==> config.mk <==
export PLATFORM = sky130hd
export DESIGN_NAME = tick_level_gen
export DESIGN_NICKNAME = d
export VERILOG_FILES = /design/src/rtl/tick_level_gen.sv
export SDC_FILE = /design/constraint.sdc
export NUM_CORES = 1
export LEC_CHECK = 0
export BUFFER_PORTS_ARGS = -buffer_cell sky130_fd_sc_hd__buf_2
export CAP_MARGIN = 20
export CORE_ASPECT_RATIO = 1.5
export CORE_MARGIN = 8
export CORE_UTILIZATION = 65
export DETAILED_ROUTE_END_ITERATION = 8
export PLACE_DENSITY = 0.91
export SLEW_MARGIN = 10
export SYNTH_ARGS = -nofsm -noshare
export SYNTH_HDL_FRONTEND = slang
export SYNTH_SLANG_ARGS = --single-unit
==> constraint.sdc <==
create_clock -name CLOCK_50 -period 15.2 [get_ports CLOCK_50]
set_input_delay 3.8 -clock CLOCK_50 [delete_from_list [all_inputs] [get_ports CLOCK_50]]
set_output_delay 3.8 -clock CLOCK_50 [all_outputs]
set_load 0.005 [all_outputs]
==> src/rtl/tick_level_gen.sv <==
// Purpose: gravity/blink tick generator whose period shortens as cleared lines raise the level.
// Latency: all outputs registered; a new level or soft_drop applies at the next counter compare.
// Backpressure: none; pause freezes counter and blink, and line accounting keeps running.
//
// Ports:
//   CLOCK_50     in   system clock
//   resetn       in   asynchronous reset, active low
//   restart      in   synchronous clear, same effect as reset, beats every other input
//   pause        in   hold tick counter and blink, suppress tick_gravity
//   soft_drop    in   use SOFT_PERIOD while held, if it is faster than the level period
//   lines_valid  in   one-cycle pulse: a line clear occurred
//   lines_n      in   lines in that clear (0 ignored, >4 treated as 4)
//   tick_gravity out  one-cycle gravity pulse
//   blink        out  toggles on every tick_gravity
//   level        out  current level, 0..MAX_LEVEL
//   level_up     out  one-cycle pulse when level increments
module tick_level_gen #(
   parameter int CW          = 26,
   parameter int BASE_PERIOD = 24_999_999,
   parameter int STEP        = 5_000_000,
   parameter int MIN_PERIOD  = 4_999_999,
   parameter int SOFT_PERIOD = 2_499_999,
   parameter int LPL         = 10,
   parameter int MAX_LEVEL   = 15,
   parameter int LW          = 4
) (
   input  logic          CLOCK_50,
   input  logic          resetn,
   input  logic          restart,
   input  logic          pause,
   input  logic          soft_drop,
   input  logic          lines_valid,
   input  logic [2:0]    lines_n,
   output logic          tick_gravity,
   output logic          blink,
   output logic [LW-1:0] level,
   output logic          level_up
);

   // The accumulator never holds more than LPL-1 before an event, and one
   // event adds at most 4, so it must reach LPL+3.
   localparam int AW = $clog2(LPL + 4);

   // ---------------------------------------------------------------------
   // State
   // ---------------------------------------------------------------------
   logic [CW-1:0] count_q,    count_d;
   logic          tick_q,     tick_d;
   logic          blink_q,    blink_d;
   logic [LW-1:0] level_q,    level_d;
   logic          level_up_q, level_up_d;
   logic [AW-1:0] acc_q,      acc_d;

   // ---------------------------------------------------------------------
   // Period selection
   // ---------------------------------------------------------------------
   logic [31:0]   lvl_step;
   logic [CW-1:0] lvl_period;
   logic [CW-1:0] eff_period;

   assign lvl_step = 32'(level_q) * 32'(STEP);

   // Compare before subtracting so the reduction can never underflow.
   always_comb begin
      lvl_period = CW'(MIN_PERIOD);
      if (lvl_step < 32'(BASE_PERIOD - MIN_PERIOD)) begin
         lvl_period = CW'(32'(BASE_PERIOD) - lvl_step);
      end
   end

   // Soft drop only ever speeds the piece up, never slows it down.
   always_comb begin
      eff_period = lvl_period;
      if (soft_drop && (CW'(SOFT_PERIOD) < lvl_period)) begin
         eff_period = CW'(SOFT_PERIOD);
      end
   end

   // ---------------------------------------------------------------------
   // Line accounting helpers
   // ---------------------------------------------------------------------
   logic [2:0]    n_clamp;
   logic [AW-1:0] acc_sum;
   logic          lines_evt;
   logic          at_max;

   assign n_clamp   = (lines_n > 3'd4) ? 3'd4 : lines_n;
   assign acc_sum   = acc_q + AW'(n_clamp);
   assign lines_evt = lines_valid && (n_clamp != 3'd0);
   assign at_max    = (level_q == LW'(MAX_LEVEL));

   // ---------------------------------------------------------------------
   // Next-state logic
   // ---------------------------------------------------------------------
   always_comb begin
      count_d    = count_q;
      tick_d     = 1'b0;
      blink_d    = blink_q;
      level_d    = level_q;
      level_up_d = 1'b0;
      acc_d      = acc_q;

      if (restart) begin
         count_d = '0;
         blink_d = 1'b0;
         level_d = '0;
         acc_d   = '0;
      end else begin
         // Gravity counter. Using >= rather than == means a period that
         // shrinks below the current count fires on the next cycle instead
         // of waiting for the counter to wrap.
         if (!pause) begin
            if (count_q >= eff_period) begin
               count_d = '0;
               tick_d  = 1'b1;
               blink_d = ~blink_q;
            end else begin
               count_d = count_q + 1'b1;
            end
         end

         // Lines keep scoring while paused; LPL >= 4 guarantees a single
         // event can raise the level by at most one.
         if (lines_evt) begin
            if (at_max) begin
               acc_d = '0;
            end else if (acc_sum >= AW'(LPL)) begin
               acc_d      = acc_sum - AW'(LPL);
               level_d    = level_q + 1'b1;
               level_up_d = 1'b1;
            end else begin
               acc_d = acc_sum;
            end
         end
      end
   end

   // ---------------------------------------------------------------------
   // State registers
   // ---------------------------------------------------------------------
   always_ff @(posedge CLOCK_50 or negedge resetn) begin
      if (!resetn) begin
         count_q    <= '0;
         tick_q     <= 1'b0;
         blink_q    <= 1'b0;
         level_q    <= '0;
         level_up_q <= 1'b0;
         acc_q      <= '0;
      end else begin
         count_q    <= count_d;
         tick_q     <= tick_d;
         blink_q    <= blink_d;
         level_q    <= level_d;
         level_up_q <= level_up_d;
         acc_q      <= acc_d;
      end
   end

   assign tick_gravity = tick_q;
   assign blink        = blink_q;
   assign level        = level_q;
   assign level_up     = level_up_q;

endmodule

After elaboration in Yosys (flattened, before gate mapping)

Index checks and enable logic that the tools add are counted.

Output and inout bits: 7
Register bits after elaboration: 37
Input bits: 9

Bitwise operators: 1
Add/sub/neg operators: 5
Reduce and logical (&&, ||, !) cells: 8
Order comparisons: 5
Multiplexer cells: 24
Multiply operators: 1
Eq/ne operators: 3

Operators with widths:

| cell                   | number |
|---|---|
| $mux 26                | 5 |
| $mux 4                 | 8 |
| $lt 27x25->1 const B   | 1 |
| $add 26x1->26 const B  | 1 |
| $ge 26x26->1           | 1 |
| $lt 22x26->1 const A   | 1 |
| $sub 25x26->26 const A | 1 |
| $mul 4x17->21 const B  | 1 |
| $mux 1                 | 10 |
| $reduce_bool 2->1      | 3 |
| $add 4x1->4 const B    | 1 |
| $add 4x3->4            | 1 |
| $eq 4x4->1 const B     | 1 |
| $ge 4x4->1 const B     | 1 |
| $ne 2x2->1 const B     | 2 |
| $sub 4x4->4 const B    | 1 |
| $gt 3x3->1 const B     | 1 |
| $mux 3                 | 1 |
| $reduce_and 3->1       | 1 |
| $reduce_bool 3->1      | 1 |
| $logic_and 1x1->1      | 2 |
| $reduce_and 2->1       | 1 |
| $not 1->1              | 1 |

Depth between registers and ports, before layout

Depth in word-level cells: 10
Depth in mapped cells: 24
Mapped depth without buffers: 22

Least setup slack after synthesis

OpenSTA, ideal clock, no wires.

Path type: in2reg
Start: input port soft_drop
End: register count_q[13]
Path slack: 8.690 ns
Arrival time: 6.415 ns
Setup time: 0.095 ns
Stages on the path: 12
Data required time: 15.105 ns
Cell sequence: clkbuf_1 clkbuf_1 a31o_2 ha_1 a21o_1 a21o_1 a211o_1 a222oi_1 nand2_1 clkbuf_1 buf_2 o31ai_1

Longest elaborated chain between the ends: 6

RTL lines:

| item                 | RTL line | RTL |
|---|---|---|
| from (decl)          | 31       | `input logic soft_drop,` |
| $logic_and 1x1->1    | 74       | `if (soft_drop && (CW'(SOFT_PERIOD) < lvl_period)) begin` |
| $mux 26              | 74       |  |
| $ge 26x26->1         | 113      | `if (count_q >= eff_period) begin` |
| $mux 26              | 113      |  |
| $mux 26              | 112      | `if (!pause) begin` |
| $mux 26              | 103      | `if (restart) begin` |
| to (signal assigned) | 150      | `count_q <= count_d;` |
| to (decl)            | 47       | `logic [CW-1:0] count_q, count_d;` |

Every way passes these cells. The select of a mux whose other input is x is not followed.
A chain may end at the register's enable or synchronous reset.

Worst setup path in the final report

Start: register level_q[2] (netlist: level[2])
End: register count_q[16]

Longest elaborated chain between the ends: 10

RTL lines:

| item                                                  | RTL line | RTL |
|---|---|---|
| from (decl)                                           | 50       | `logic [LW-1:0] level_q, level_d;` |
| from (signal assigned)                                | 153      | `level_q <= level_d;` |
| $mul 4x17->21 (*)                                     | 61       | `assign lvl_step = 32'(level_q) * 32'(STEP);` |
| $sub 25x26->26 / $lt 27x25->1 (equally long branches) | 67, 66   |  |
| $mux 26 (*)                                           | 66       | `if (lvl_step < 32'(BASE_PERIOD - MIN_PERIOD)) begin` |
| $lt 22x26->1                                          | 74       |  |
| $logic_and 1x1->1                                     | 74       |  |
| $mux 26 (*)                                           | 74       |  |
| $ge 26x26->1 (*)                                      | 113      |  |
| $mux 26 (*)                                           | 113      |  |
| $mux 26 (*)                                           | 112      |  |
| $mux 26 (*)                                           | 103      |  |

Mark *: on every way between the ends. The rest lies on a longest branch, timed or not. The select of a mux whose other input is x is not followed.

==> flow_summary.toml <==
[outcome]
status = "finished clean"

[synthesis]
yosys_warnings = 0
synth_top_cell_by_area = "dfrtp_1"
avgSynthCellArea_um2 = 8.501
ys_top_cells_by_count = "ha_1, nand2_1, dfrtp_1, o21ai_0, nand3_1"
synth_seq_cells = 37
synth-seq-area-share_pct = 23.83
synth_top_area_share_pct = 23.83
synth_area_leaders = "dfrtp_1, ha_1, o21ai_0"
synth_edf_count = 0
async_reset_ff_share_pct = 100.0
syn_nets = 520
synth_most_common_cell = "ha_1"
syn_area_mm2 = 0.003885
yosysUniqueCellTypes = 65
synth_ff_type = "dfrtp_1"
synth_cells = 457

[route]
drt_iter0_drc = 356
first_pass_iters = 6
vias = 3536
antenna_left = 0
viasPerCell = 6.609
wl_per_cell_um = 17.09
wirelength_um = 9143
drc = 0

[floorplanning]
dieArea_mm2 = 0.008758
initial_core_util_pct = 67.15
die_h_um = 110.7
core_mm2 = 0.005786
fp.dieW_um = 79.13
io_pins = 16
core.rowCount = 34

[worst_setup_path]
path_cells = "inv_1 -> ha_1 -> fa_1 -> inv_1 -> ha_1 -> o211ai_1 -> o21ai_2 -> a32oi_2 -> o21ai_0 -> a221oi_2 -> nor2b_1 -> nand3_1 -> ha_1 -> a21o_1 -> a21o_1 -> a21o_1 -> a2111oi_2 -> nand2_1 -> o41ai_1"
rr_startpoint = "level[2]"
crit_path_start = "level[2]"
path_class = "flip-flop to flip-flop"
crit_required_ns = 15.36
r2r_cells = 19
cp.arrival_ns = 7.95
start_kind = "flip-flop"
crit_path_top_delay_cell = "a221oi_2"
cp-end-kind = "flip-flop"
max_stage_delay_ns = 1.00
critical_path.max_fanout = 32

[placement]
dpl.hpwl_um = 7003
place_congestion = 0.9049
preCtsSetupSlack_ns = 7.578
port_buffers = 15

[hold_path]
hp-class = "flip-flop to flip-flop"
min_path_cells = 2
min_from = "acc_q[2]"

[power]
power_density_mw_per_mm2 = 51.97
ir_worst_vdd_v = 0.00004081
leakage_nw = 2.026
finalPower_w = 0.0002117

[finish]
fin_nets = 525
multi_input_area_mm2 = 0.002834
seq_area_um2 = 925.9
diodes = 0
n_fill_cell = 486
layout-drive-gt1-share_pct = 10.37
area_delta_synth_final_pct = 4.863

[grt]
grt_pass1_vias = 3559
grt_overflow = 0
grt.total_usage_pct = 21.39
antenna_found_initial = 0
grt_pass1_wl_um = 15700
grt_max_degree = 38

[sta]
setup_ws_ns = 7.414
clock_skew_ns = 0.009353
finalSetupViolCount = 0
fin_hold_ws_ns = 0.5063
report.final.slew_viol_count = 0
fin_crit_ns = 7.786
slew_headroom_pct = 20.70
hold_violations = 0
rsz0062_at_grt = "false"
timing.final.crit_share_pct = 51.22
tightest_slew_ns = 1.189
tns_ns = 0
max_clock_freq_mhz = 128.4

[cts]
cts_buffers = 5
clk_pin_slew_ns = 0.08
cts.repair.resized = 0
htreeDepth = 2
postCtsSetupBuffers = 0
clk-insertion-delay-late_ns = 0.30
clock_sinks = 37
clock_path_buffers = 2
cts_hold_buf = 0
ctsRootBufferMaster = "clkbuf_8"
cts_tree = "done"

[run]
cap_violations = 0
[logic make-up (layout without fill, tap and decap cells)]
family	count (synthesis)	after routing	synth area share, %
compound gates	124	124	23.45
xor+xnor	35	35	8.084
fa+ha+maj	54	54	17.97
buf+inv	30	36	3.381
flops	37	37	23.83
mux	1	1	0.2577
other cells	1	1	0.09653
simple gates	175	175	22.93
[flip-flops by register name, summed over array words and instances (netlist names)]
register and flops:
acc_q 4, tick_gravity 1, blink 1, count_q 26, level 4, level_up 1
[routing by layer]
layer  global-route usage (%)  share of wire, %  vias to the layer above
met2                    38.86                53                      117
met1                    22.95                40                     1691
li1                         -                 -                     1698
met4                    10.68               3.5                        0
met3                    2.841               3.6                       30
met5                        0                 0                        -
[worst paths after layout]
check / end / slack (ns)
worst max-delay path: count_q[16] / 7.41
worst min-delay path: acc_q[2] / 0.51
worst max register to register: count_q[16] / 7.41
worst min register to register: acc_q[2] / 0.51
max in group asynchronous: count_q[19] / 11.08
min in group asynchronous: count_q[14] / 3.60
[power by group]
group | total (W) | switching [W] | internal (W)
Clock | 0.0000752 | 0.0000384 | 0.0000368
Sequential | 0.000102 | 0.00000218 | 0.0000999
Combinational | 0.0000344 | 0.0000211 | 0.0000133
[layout make-up]
class | count | share of cell area [%]
multi-input cells | 390 | 69.56
clock buffers | 6 | 2.027
inverters | 12 | 1.106
well taps | 72 | 2.211
repair buffers | 16 | 2.027
clock inverters | 2 | 0.3378
flip-flops and latches | 37 | 22.73
[through the flow]
step / utilization [%] / std cells / instance area [um^2]
2_1_floorplan: - / 457 / 3885
3_3_place_gp: 68.75 / 527 / 3978
3_5_place_dp: 68.75 / 527 / 3978
4_1_cts: 70.42 / 535 / 4074
5_1_grt: 70.42 / 535 / 4074
6_report: 70.42 / 535 / 4074
[cell usage in the layout, fill, tap and decap left out, types with 3 or more instances in the layout]
master,instances
nand2b_1,4
o31ai_1,10
fa_1,3
xnor2_1,20
a21oi_1,12
ha_1,51
o41ai_1,3
nor2_1,27
o21ai_0,37
a31oi_1,8
o211ai_1,3
nor3b_1,5
and3_1,12
nand2_1,48
xor2_1,14
or2_2,3
clkbuf_8,6
dfrtp_1,37
buf_2,15
and4_1,3
nand3_1,32
nor2b_1,12
a21o_1,17
inv_1,12
nand4_1,9
a31o_2,6
nor3_1,7
[critical path: cells and delay by family, from the launching register on]
| kind | cells | cell delay, ns |
|---|---|---|
| buffers and inverters | 2 | 0.28 |
| adder cells (fa/ha/maj) | 4 | 1.59 |
| AO/OA/AOI/OAI | 10 | 3.95 |
| AND/OR/NAND/NOR | 3 | 1.21 |
| flip-flops | 1 | 0.59 |
Power figures use the tool's default switching activity.
